--- src/rtl/roi_window_gate.sv ---
// Gates a square ROI out of the raw pixel stream; all outputs registered, latency 1 cycle.
// No backpressure: en_out follows input pixel timing and serves directly as a downstream clock enable.
module roi_window_gate #(
  parameter int WIDTH    = 8,
  parameter int X_W      = 11,
  parameter int Y_W      = 11,
  parameter int ROI_SIZE = 64,
  parameter int IDX_W    = 6
) (
  input  logic             CLK_in,
  input  logic             RST_in,
  input  logic [WIDTH-1:0] pix_in,
  input  logic             de_in,
  input  logic             vsync_in,
  input  logic [X_W-1:0]   roi_x,
  input  logic [Y_W-1:0]   roi_y,
  output logic [WIDTH-1:0] pix_out,
  output logic             en_out,
  output logic             sof_out,
  output logic             eol_out,
  output logic             eof_out,
  output logic [IDX_W-1:0] col_out,
  output logic [IDX_W-1:0] row_out
);

  localparam logic [1:0] WAIT_FRAME = 2'd0;
  localparam logic [1:0] ACTIVE     = 2'd1;
  localparam logic [1:0] DONE       = 2'd2;

  localparam logic [X_W:0]     X_SPAN   = (X_W+1)'(ROI_SIZE);
  localparam logic [Y_W:0]     Y_SPAN   = (Y_W+1)'(ROI_SIZE);
  localparam logic [IDX_W-1:0] IDX_LAST = IDX_W'(ROI_SIZE - 1);

  logic [1:0]       state;
  logic             vsync_d;
  logic             de_d;
  logic [X_W-1:0]   x;
  logic [Y_W-1:0]   y;
  logic [X_W-1:0]   rx;
  logic [Y_W-1:0]   ry;

  logic             vs_rise;
  logic             line_end;
  logic             in_x;
  logic             in_y;
  logic             hit;
  logic [IDX_W-1:0] col;
  logic [IDX_W-1:0] row;
  logic             last_col;
  logic             last_row;

  // Upper bounds are compared one bit wider so an ROI near the counter limit never wraps.
  always_comb begin
    vs_rise  = vsync_in & ~vsync_d;
    line_end = de_d & ~de_in;
    in_x     = (x >= rx) && ({1'b0, x} < ({1'b0, rx} + X_SPAN));
    in_y     = (y >= ry) && ({1'b0, y} < ({1'b0, ry} + Y_SPAN));
    hit      = (state == ACTIVE) && de_in && in_x && in_y;
    col      = IDX_W'(x - rx);
    row      = IDX_W'(y - ry);
    last_col = (col == IDX_LAST);
    last_row = (row == IDX_LAST);
  end

  always_ff @(posedge CLK_in) begin
    if (RST_in) begin
      state   <= WAIT_FRAME;
      vsync_d <= 1'b1;
      de_d    <= 1'b0;
      x       <= '0;
      y       <= '0;
      rx      <= '0;
      ry      <= '0;
    end else begin
      vsync_d <= vsync_in;
      de_d    <= de_in;

      if (vs_rise) begin
        x  <= '0;
        y  <= '0;
        rx <= roi_x;
        ry <= roi_y;
      end else if (line_end) begin
        x <= '0;
        if (y != '1) y <= y + Y_W'(1);
      end else if (de_in) begin
        x <= x + X_W'(1);
      end

      // A new frame sync always restarts the window, even mid-ROI.
      if (vs_rise)
        state <= ACTIVE;
      else if (hit && last_col && last_row)
        state <= DONE;
      else if (state != WAIT_FRAME && state != ACTIVE && state != DONE)
        state <= WAIT_FRAME;
    end
  end

  always_ff @(posedge CLK_in) begin
    if (RST_in) begin
      pix_out <= '0;
      en_out  <= 1'b0;
      sof_out <= 1'b0;
      eol_out <= 1'b0;
      eof_out <= 1'b0;
      col_out <= '0;
      row_out <= '0;
    end else begin
      en_out  <= hit;
      if (hit) pix_out <= pix_in;
      col_out <= col;
      row_out <= row;
      sof_out <= hit && (col == '0) && (row == '0);
      eol_out <= hit && last_col;
      eof_out <= hit && last_col && last_row;
    end
  end

endmodule

--- config.mk ---
export PLATFORM = sky130hd
export DESIGN_NAME = roi_window_gate
export DESIGN_NICKNAME = d
export VERILOG_FILES = /design/src/rtl/roi_window_gate.sv
export SDC_FILE = /design/constraint.sdc
export NUM_CORES = 1
export LEC_CHECK = 0
export CORE_MARGIN = 8
export CORE_UTILIZATION = 30
export CTS_CLUSTER_SIZE = 25
export DETAILED_ROUTE_END_ITERATION = 7
export PLACE_DENSITY = 0.48
export SLEW_MARGIN = 10
export SYNTH_ARGS = -nofsm -noshare
export SYNTH_HDL_FRONTEND = slang
export SYNTH_SLANG_ARGS = --single-unit
--- constraint.sdc ---
create_clock -name CLK_in -period 2.7 [get_ports CLK_in]
set_input_delay 0.675 -clock CLK_in [delete_from_list [all_inputs] [get_ports CLK_in]]
set_output_delay 0.675 -clock CLK_in [all_outputs]
set_load 0.05 [all_outputs]
# == Word level (Yosys, flattened, before mapping) ==
# Index checks and enable logic that the tools add are counted.
# word_totals
output_inout_bits,24
word_cells,57
regBits,72
input_bits,34
# op_classes
n_reduce_logical,19
n_mux,3
order_cmp,4
eq_ne,6
addsub,6
bitwise,4
# ops
operator,n
"adder 11 x 7 -> 12 bit, second input constant",2
less-than comparator 11 x 12 -> 1 bit,2
"adder 11 x 1 -> 11 bit, second input constant",2
greater-or-equal comparator 11 bit,2
"== test 6 bit, second input constant",2
logical NOT 6 bit,2
subtractor 6 bit,2
logical AND 1 bit,11
"!= test 11 bit, second input constant",1
two-way mux 2 bit,2
nonzero test 2 bit,2
nonzero test 3 bit,1
OR reduction 3 bit,1
AND 1 bit,2
"== test 2 x 1 -> 1 bit, second input constant",1
"!= test 2 x 1 -> 1 bit, second input constant",1
"!= test 2 bit, second input constant",1
inverter 1 bit,2
AND reduction 2 bit,1
OR reduction 2 bit,1
two-way mux 1 bit,1

# == Depth between registers and ports, before layout ==
# Gate-level depths: netlist of run 1.
# logic_depth
word_depth,9
depth_mapped,11
depth_no_buf,10

# == Worst setup path after synthesis of run 1 ==
# OpenSTA, ideal clock, no wires.
# synth_timing
path_type,flip-flop to flip-flop
startpoint,register y[0]
endpoint,register state[1]
arrival_ps,2517
synth_period_minus_slack_ps,2592
n_path_buf,0
slack_ps,108
setup_ps,75
required_time_ps,2625
path_stages_with_launch,11
cell_sequence,dfxtp_1 -> inv_1 -> ha_1 -> inv_1 -> fa_1 -> or3b_1 -> a211o_1 -> a211oi_1 -> nand4_1 -> or4_1 -> o22ai_1
# synth_via
word_cells_on_any_way,10
classes_between,1 x add/sub; 2 x order compare; 1 x eq/ne; 1 x mux; 5 x reduce/logical
# synth_lines
element,line_no,rtl
from (decl),38,logic [Y_W-1:0] y;
from (signal assigned),85,if (y != '1) y <= y + Y_W'(1);
subtractor 6 bit (*),60,row = IDX_W'(y - ry);
net row[1],48,logic [IDX_W-1:0] row;
== test 6 bit (*),62,last_row = (row == IDX_LAST);
logical AND 1 bit (*),93,else if (hit && last_col && last_row)
two-way mux 2 bit / nonzero test 2 bit (equally long branches),-,
to (signal assigned),92,state <= ACTIVE;
to (signal assigned),94,state <= DONE;
to (signal assigned),96,state <= WAIT_FRAME;
to (decl),34,logic [1:0] state;
# Mark *: on every way through the listed nets, which the timed path passes. The rest lies on a longest branch.
# A chain may end at the register's enable or synchronous reset.

# == Worst setup path after layout of run 1 ==
# layout_timing
startpoint,register y[0]
endpoint,register eof_out
# layout_via
word_cells_on_any_way,8
classes_between,1 x add/sub; 2 x order compare; 1 x eq/ne; 4 x reduce/logical
# layout_lines
element,line_no,rtl
subtractor 6 bit,60,
net row[1],48,
== test 6 bit,62,
logical AND 1 bit,116,eof_out <= hit && last_col && last_row;
to (signal assigned),116,
to (decl),21,"output logic eof_out,"
# The timed path passes the listed nets, and every way through them passes these cells.

==> results of run 1 <==
## state kept, by name, indices dropped and copies added, names as in the netlist
| name | count |
|---|---|
| rx | 11 |
| ry | 11 |
| x | 11 |
| y | 11 |
| pix_out | 8 |
| col_out | 6 |
| row_out | 6 |
| state | 2 |
| de_d | 1 |
| en_out | 1 |
| eof_out | 1 |
| eol_out | 1 |
| sof_out | 1 |
| vsync_d | 1 |
## area by class of cell
class,instances,area (µm²),share of cell area
multi-input cells,340,2450,0.458
flip-flops and latches,72,1450,0.272
repair buffers,92,840,0.157
clock buffers,13,280,0.0525
well taps,172,215,0.0403
inverters,28,105,0.0197
## cells by family (layout without fill, tap and decap cells)
kind of cell	count (synthesis)	count (layout)	synth area share
AND/OR/NAND/NOR	190	190	0.254
AO/OA/AOI/OAI	73	73	0.114
flip-flops	72	72	0.369
buffers and inverters	44	133	0.0458
adder cells (fa/ha/maj)	38	38	0.126
XOR/XNOR	28	28	0.0628
multiplexers	11	11	0.0285
## timing repair
| item | CTS | global route |
|---|---|---|
| pin swaps | 1 | 11 |
| setup buffers | 0 | 8 |
| resized for setup | 2 | 40 |
| endpoints found under the setup margin | 7 | 14 |
## worst min-delay path: stages, from the launching register on
cell and delay, ns:
dfxtp_1 0.31, nand2_1 0.05, a21oi_1 0.05
## per-layer routing
| layer | GRT usage | vias to the layer above | part of all wire |
|---|---|---|---|
| met3 | 0.0388 | 10 | 0.063 |
| met4 | 0.0410 | 0 | 0.011 |
| met2 | 0.183 | 65 | 0.42 |
| met1 | 0.167 | 1536 | 0.51 |
| li1 | - | 1741 | - |
| met5 | 0 | - | 0 |
## synth_stat cells, types with 2 or more instances
library cell / n
nor3b_1: 6
ha_1: 36
nand3_1: 14
xnor2_1: 19
o22ai_1: 2
inv_1: 28
nand2_1: 59
fa_1: 2
nand2b_1: 21
and4_1: 2
clkbuf_1: 13
nor4_1: 4
a31oi_1: 2
or4_1: 2
or2_2: 3
nand3b_1: 2
a21o_1: 5
nor2b_1: 12
nor3_1: 2
a21oi_1: 41
o2111ai_1: 3
dfxtp_1: 72
nor2_1: 33
a211oi_1: 3
and3_1: 6
nand4_1: 9
xor2_1: 9
mux2i_1: 10
or3_1: 5
o21ai_0: 7
## final timing paths
| kind | end | cells past startpoint | startpoint |
|---|---|---|---|
| max | eof_out | 10 | y[0] |
| max reg2reg | eof_out | 10 | y[0] |
| min | rx[2] | 2 | rx[2] |
| min reg2reg | rx[2] | 2 | rx[2] |
## where the power goes
part | internal [mW] | switching (mW) | total [mW]
Combinational | 0.191 | 0.224 | 0.414
Clock | 0.707 | 0.426 | 1.13
Sequential | 1.09 | 0.0166 | 1.11
Total | 1.99 | 0.666 | 2.66
==> impl_metrics.yaml, run 1 <==
run_status:
  status: "finished, violations left"
  violations: "setup timing"
placed_design:
  place_area_um2: 4820
  dpl_worst_slack_ns: -0.0378
  dp_hpwl_mm: 7.84
  portBuffers: 57
  routabilityCongestion: 0.828
  dpl.cell_count: 696
drt:
  drtAntennaViolNets: 0
  vias: 3352
  drt-total-wl_mm: 10.2
  drc: 0
  drt_iter0_drc: 199
  drt-vias-per-instance: 4.68
  drtPass1Iterations: 4
  post_drt_wl_per_cell_um: 14.2
setup_path:
  cpMaxStageDelayCell: "fa_2"
  end_kind: "flop"
  crit_path_frequent_cell: "inv_2"
  rrSetupSlack_ns: -0.01
  cp-start-kind: "flop"
  worst-path-buf-inv: 3
  path_class: "reg2reg"
  crit_fanout: 2
  critPathTopFamily: "simple AND/OR/NAND/NOR gates"
  crit_chain: "inv_2, ha_4, inv_2, fa_2, or3b_1, a211o_1, a211oi_2, buf_4, or4b_4, nor3b_2"
  slowest_delay_ns: 0.52
  cp.arrival_ns: 2.97
  cp.required_ns: 2.96
yosys:
  synth_top_flop_cell: "dfxtp_1"
  netlist_instances: 456
  syn-num-nets: 528
  ys_seq_area_frac: 0.369
  synth_top_area_frac: 0.369
  postSynthAreaPerCell_um2: 8.57
  synth_top_area_cell: "dfxtp_1"
  synth.area.top_cells: "dfxtp_1 37%, ha_1 12%, nand2_1 5.7%"
  ys_types: 54
  synth_seq_cells: 72
  async_flop_share: 0
  syn-cell-area_um2: 3910
  yosysWarnings: 0
  synth-edff-count: 0
hold_path:
  hold_path_class: "reg2reg"
power_and_ir_drop:
  powerDensity_nw_per_um2: 498
  power.leakage_nw: 2.02
  peakVddDrop_mv: 0.321
  power_mw: 2.66
die:
  die_h_um: 130
  die_width_um: 130
  rows: 41
  die-area_um2: 16900
  ios: 58
  start_util: 0.308
  core_um2: 12700
timing:
  slew_violations: 0
  skew_ns: 0.00687
  fin_crit_ns: 2.71
  max_slew.worst_pin.slew_ns: 0.901
  fmax_mhz: 368
  hold_violations: 0
  fin_ws_ns: -0.0149
  finalSetupViolCount: 1
  timing.hold.ws_ns: 0.455
  relSlewSlack: 0.398
  totalNegativeSetupSlack_ns: -0.0149
  rsz0062_at_grt: "yes"
  period_share: 1.01
final_layout:
  final_util: 0.422
  finalNetCount: 615
  layout-drive-gt1-share: 0.171
  final_cell_mix: "66 x dfxtp_1, 59 x nand2_1, 56 x clkdlybuf4s50_1"
  antennaDiodeCount: 0
  stdcell_area_um2: 5340
  layout.cells.non_filler: 717
  final_common_cell: "dfxtp_1"
  syn_to_final_growth_pct: 36.7
  num-fill-cells: 1279
grt:
  grt_first_pass_wirelength_mm: 16.5
  grt_antenna_before_repair: 0
  grtUsageTotal: 0.124
  grt_max_degree: 40
  overflow: 0
  grt_pass1_vias: 3281
flow_run:
  maxCapViolCount: 0
clock_tree:
  cts_num_sinks: 72
  clockRootBuffer: "clkbuf_16"
  path_clk_slew_ns: 0.05
  hold_buffers: 0
  cts_tree: "yes"
  clk_path_buf_depth: 2
  numCtsBuffers: 9
  clk-insertion-delay-late_ns: 0.33
  htreeDepth: 3
Power figures use the tool's default switching activity.
==> run 2, diff against run 1 <==
- CELL_PAD_IN_SITES_DETAIL_PLACEMENT: default -> 0
- CELL_PAD_IN_SITES_GLOBAL_PLACEMENT: default -> 1
- PLACE_DENSITY: 0.48 -> 0.61
- REMOVE_ABC_BUFFERS: default -> 1
==> run 2 against run 1 <==
The flow now finishes without violations. Largest cell class unchanged. Sequential share of layout area grew 0.26 points. Sequential power hardly changed. Via count about the same.
==> impl_metrics.yaml, run 2 (synthesis gave the netlist of run 1 again) <==
flow_run:
  maxCapViolCount: 0
timing:
  max_slew.worst_pin.slew_ns: 0.875
  hold_violations: 0
  rsz0062_at_grt: "yes"
  fmax_mhz: 373
  period_share: 0.994
  fin_ws_ns: 0.0168
  finalSetupViolCount: 0
  skew_ns: 0.0113
  slew_violations: 0
  totalNegativeSetupSlack_ns: 0
  relSlewSlack: 0.415
  timing.hold.ws_ns: 0.452
  fin_crit_ns: 2.68
final_layout:
  stdcell_area_um2: 5270
  finalNetCount: 614
  final_common_cell: "dfxtp_1"
  layout-drive-gt1-share: 0.147
  syn_to_final_growth_pct: 34.9
  final_util: 0.416
  num-fill-cells: 1330
  layout.cells.non_filler: 718
  antennaDiodeCount: 0
  final_cell_mix: "69 x dfxtp_1, 59 x nand2_1, 56 x clkdlybuf4s50_1"
grt:
  grt_antenna_before_repair: 0
  overflow: 0
  grt_pass1_vias: 3334
  grt_first_pass_wirelength_mm: 16.5
  grt_max_degree: 32
  grtUsageTotal: 0.128
setup_path:
  path_class: "reg2reg"
  critPathTopFamily: "simple AND/OR/NAND/NOR gates"
  startpoint: "y[0]"
  r2r_start: "y[0]"
  crit_chain: "inv_2, ha_4, inv_2, fa_2, or3b_1, a211o_1, a211oi_2, nand4_1, or4_1, o22ai_1"
  cp-start-kind: "flop"
  crit_fanout: 2
  end_kind: "flop"
  cp.arrival_ns: 2.95
  crit_path_frequent_cell: "inv_2"
  worst-path-buf-inv: 2
  slowest_delay_ns: 0.53
  cpMaxStageDelayCell: "fa_2"
  cp.required_ns: 2.97
clock_tree:
  numCtsBuffers: 9
  clk_path_buf_depth: 2
  cts_tree: "yes"
  cts_num_sinks: 72
  clk-insertion-delay-late_ns: 0.34
  htreeDepth: 3
  path_clk_slew_ns: 0.06
  clockRootBuffer: "clkbuf_16"
  hold_buffers: 0
run_status:
  status: "completed"
drt:
  post_drt_wl_per_cell_um: 14.2
  drt_iter0_drc: 113
  vias: 3354
  drtPass1Iterations: 4
  drt-vias-per-instance: 4.67
  drt-total-wl_mm: 10.2
  drc: 0
  drtAntennaViolNets: 0
die:
  core_um2: 12700
  rows: 41
  ios: 58
  die-area_um2: 16900
  die_width_um: 130
  die_h_um: 130
  start_util: 0.308
placed_design:
  portBuffers: 57
  dpl.cell_count: 697
  place_area_um2: 4840
  routabilityCongestion: 0.768
  dp_hpwl_mm: 7.85
  dpl_worst_slack_ns: -0.0441
power_and_ir_drop:
  peakVddDrop_mv: 0.283
  power_mw: 2.63
  power.leakage_nw: 2.01
  powerDensity_nw_per_um2: 500
hold_path:
  hold_path_class: "reg2reg"
  worstHoldStart: "ry[1]"
run 2: area by class of cell:
cell class	count	area, µm²	share of cell area
inverters	28	105	0.0199
multi-input cells	340	2390	0.454
clock inverters	3	17.5	0.00332
clock buffers	12	256	0.0487
well taps	172	215	0.0408
repair buffers	91	833	0.158
flip-flops and latches	72	1450	0.275
run 2: power breakdown:
group          switching [mW]  leakage [nW]  internal (mW)  total, mW
clock                   0.440         0.134          0.663       1.10
sequential             0.0161         0.586           1.10       1.11
combinational           0.225          1.29          0.194      0.418
total                   0.680          2.01           1.95       2.63
run 2: worst reg2reg max path, cell delays in order (launching register included):
cell and delay (ns):
dfxtp_2 0.32, inv_2 0.07, ha_4 0.14, inv_2 0.04, fa_2 0.53, or3b_1 0.35, a211o_1 0.25, a211oi_2 0.23
nand4_1 0.14, or4_1 0.41, o22ai_1 0.12
run 2: worst paths after layout:
check	cells after the start	slack [ns]	to
worst max-delay path	10	0.02	state[1]
worst min-delay path	2	0.45	ry[1]
worst max register to register	10	0.02	state[1]
worst min register to register	2	0.45	ry[1]
run 2: timing repair:
action | 4_1_cts | 5_1_grt
setup endpoints to repair | 9 | 14
pin swaps | 0 | 4
resized for setup | 2 | 22
setup buffers | 0 | 6
run 2: metal layers:
layer	wire length, µm	vias to the layer above	track usage
met5	0	-	0
met4	140	0	0.0437
met3	284	13	0.0416
met2	5140	25	0.215
met1	4660	1572	0.151
li1	-	1744	-
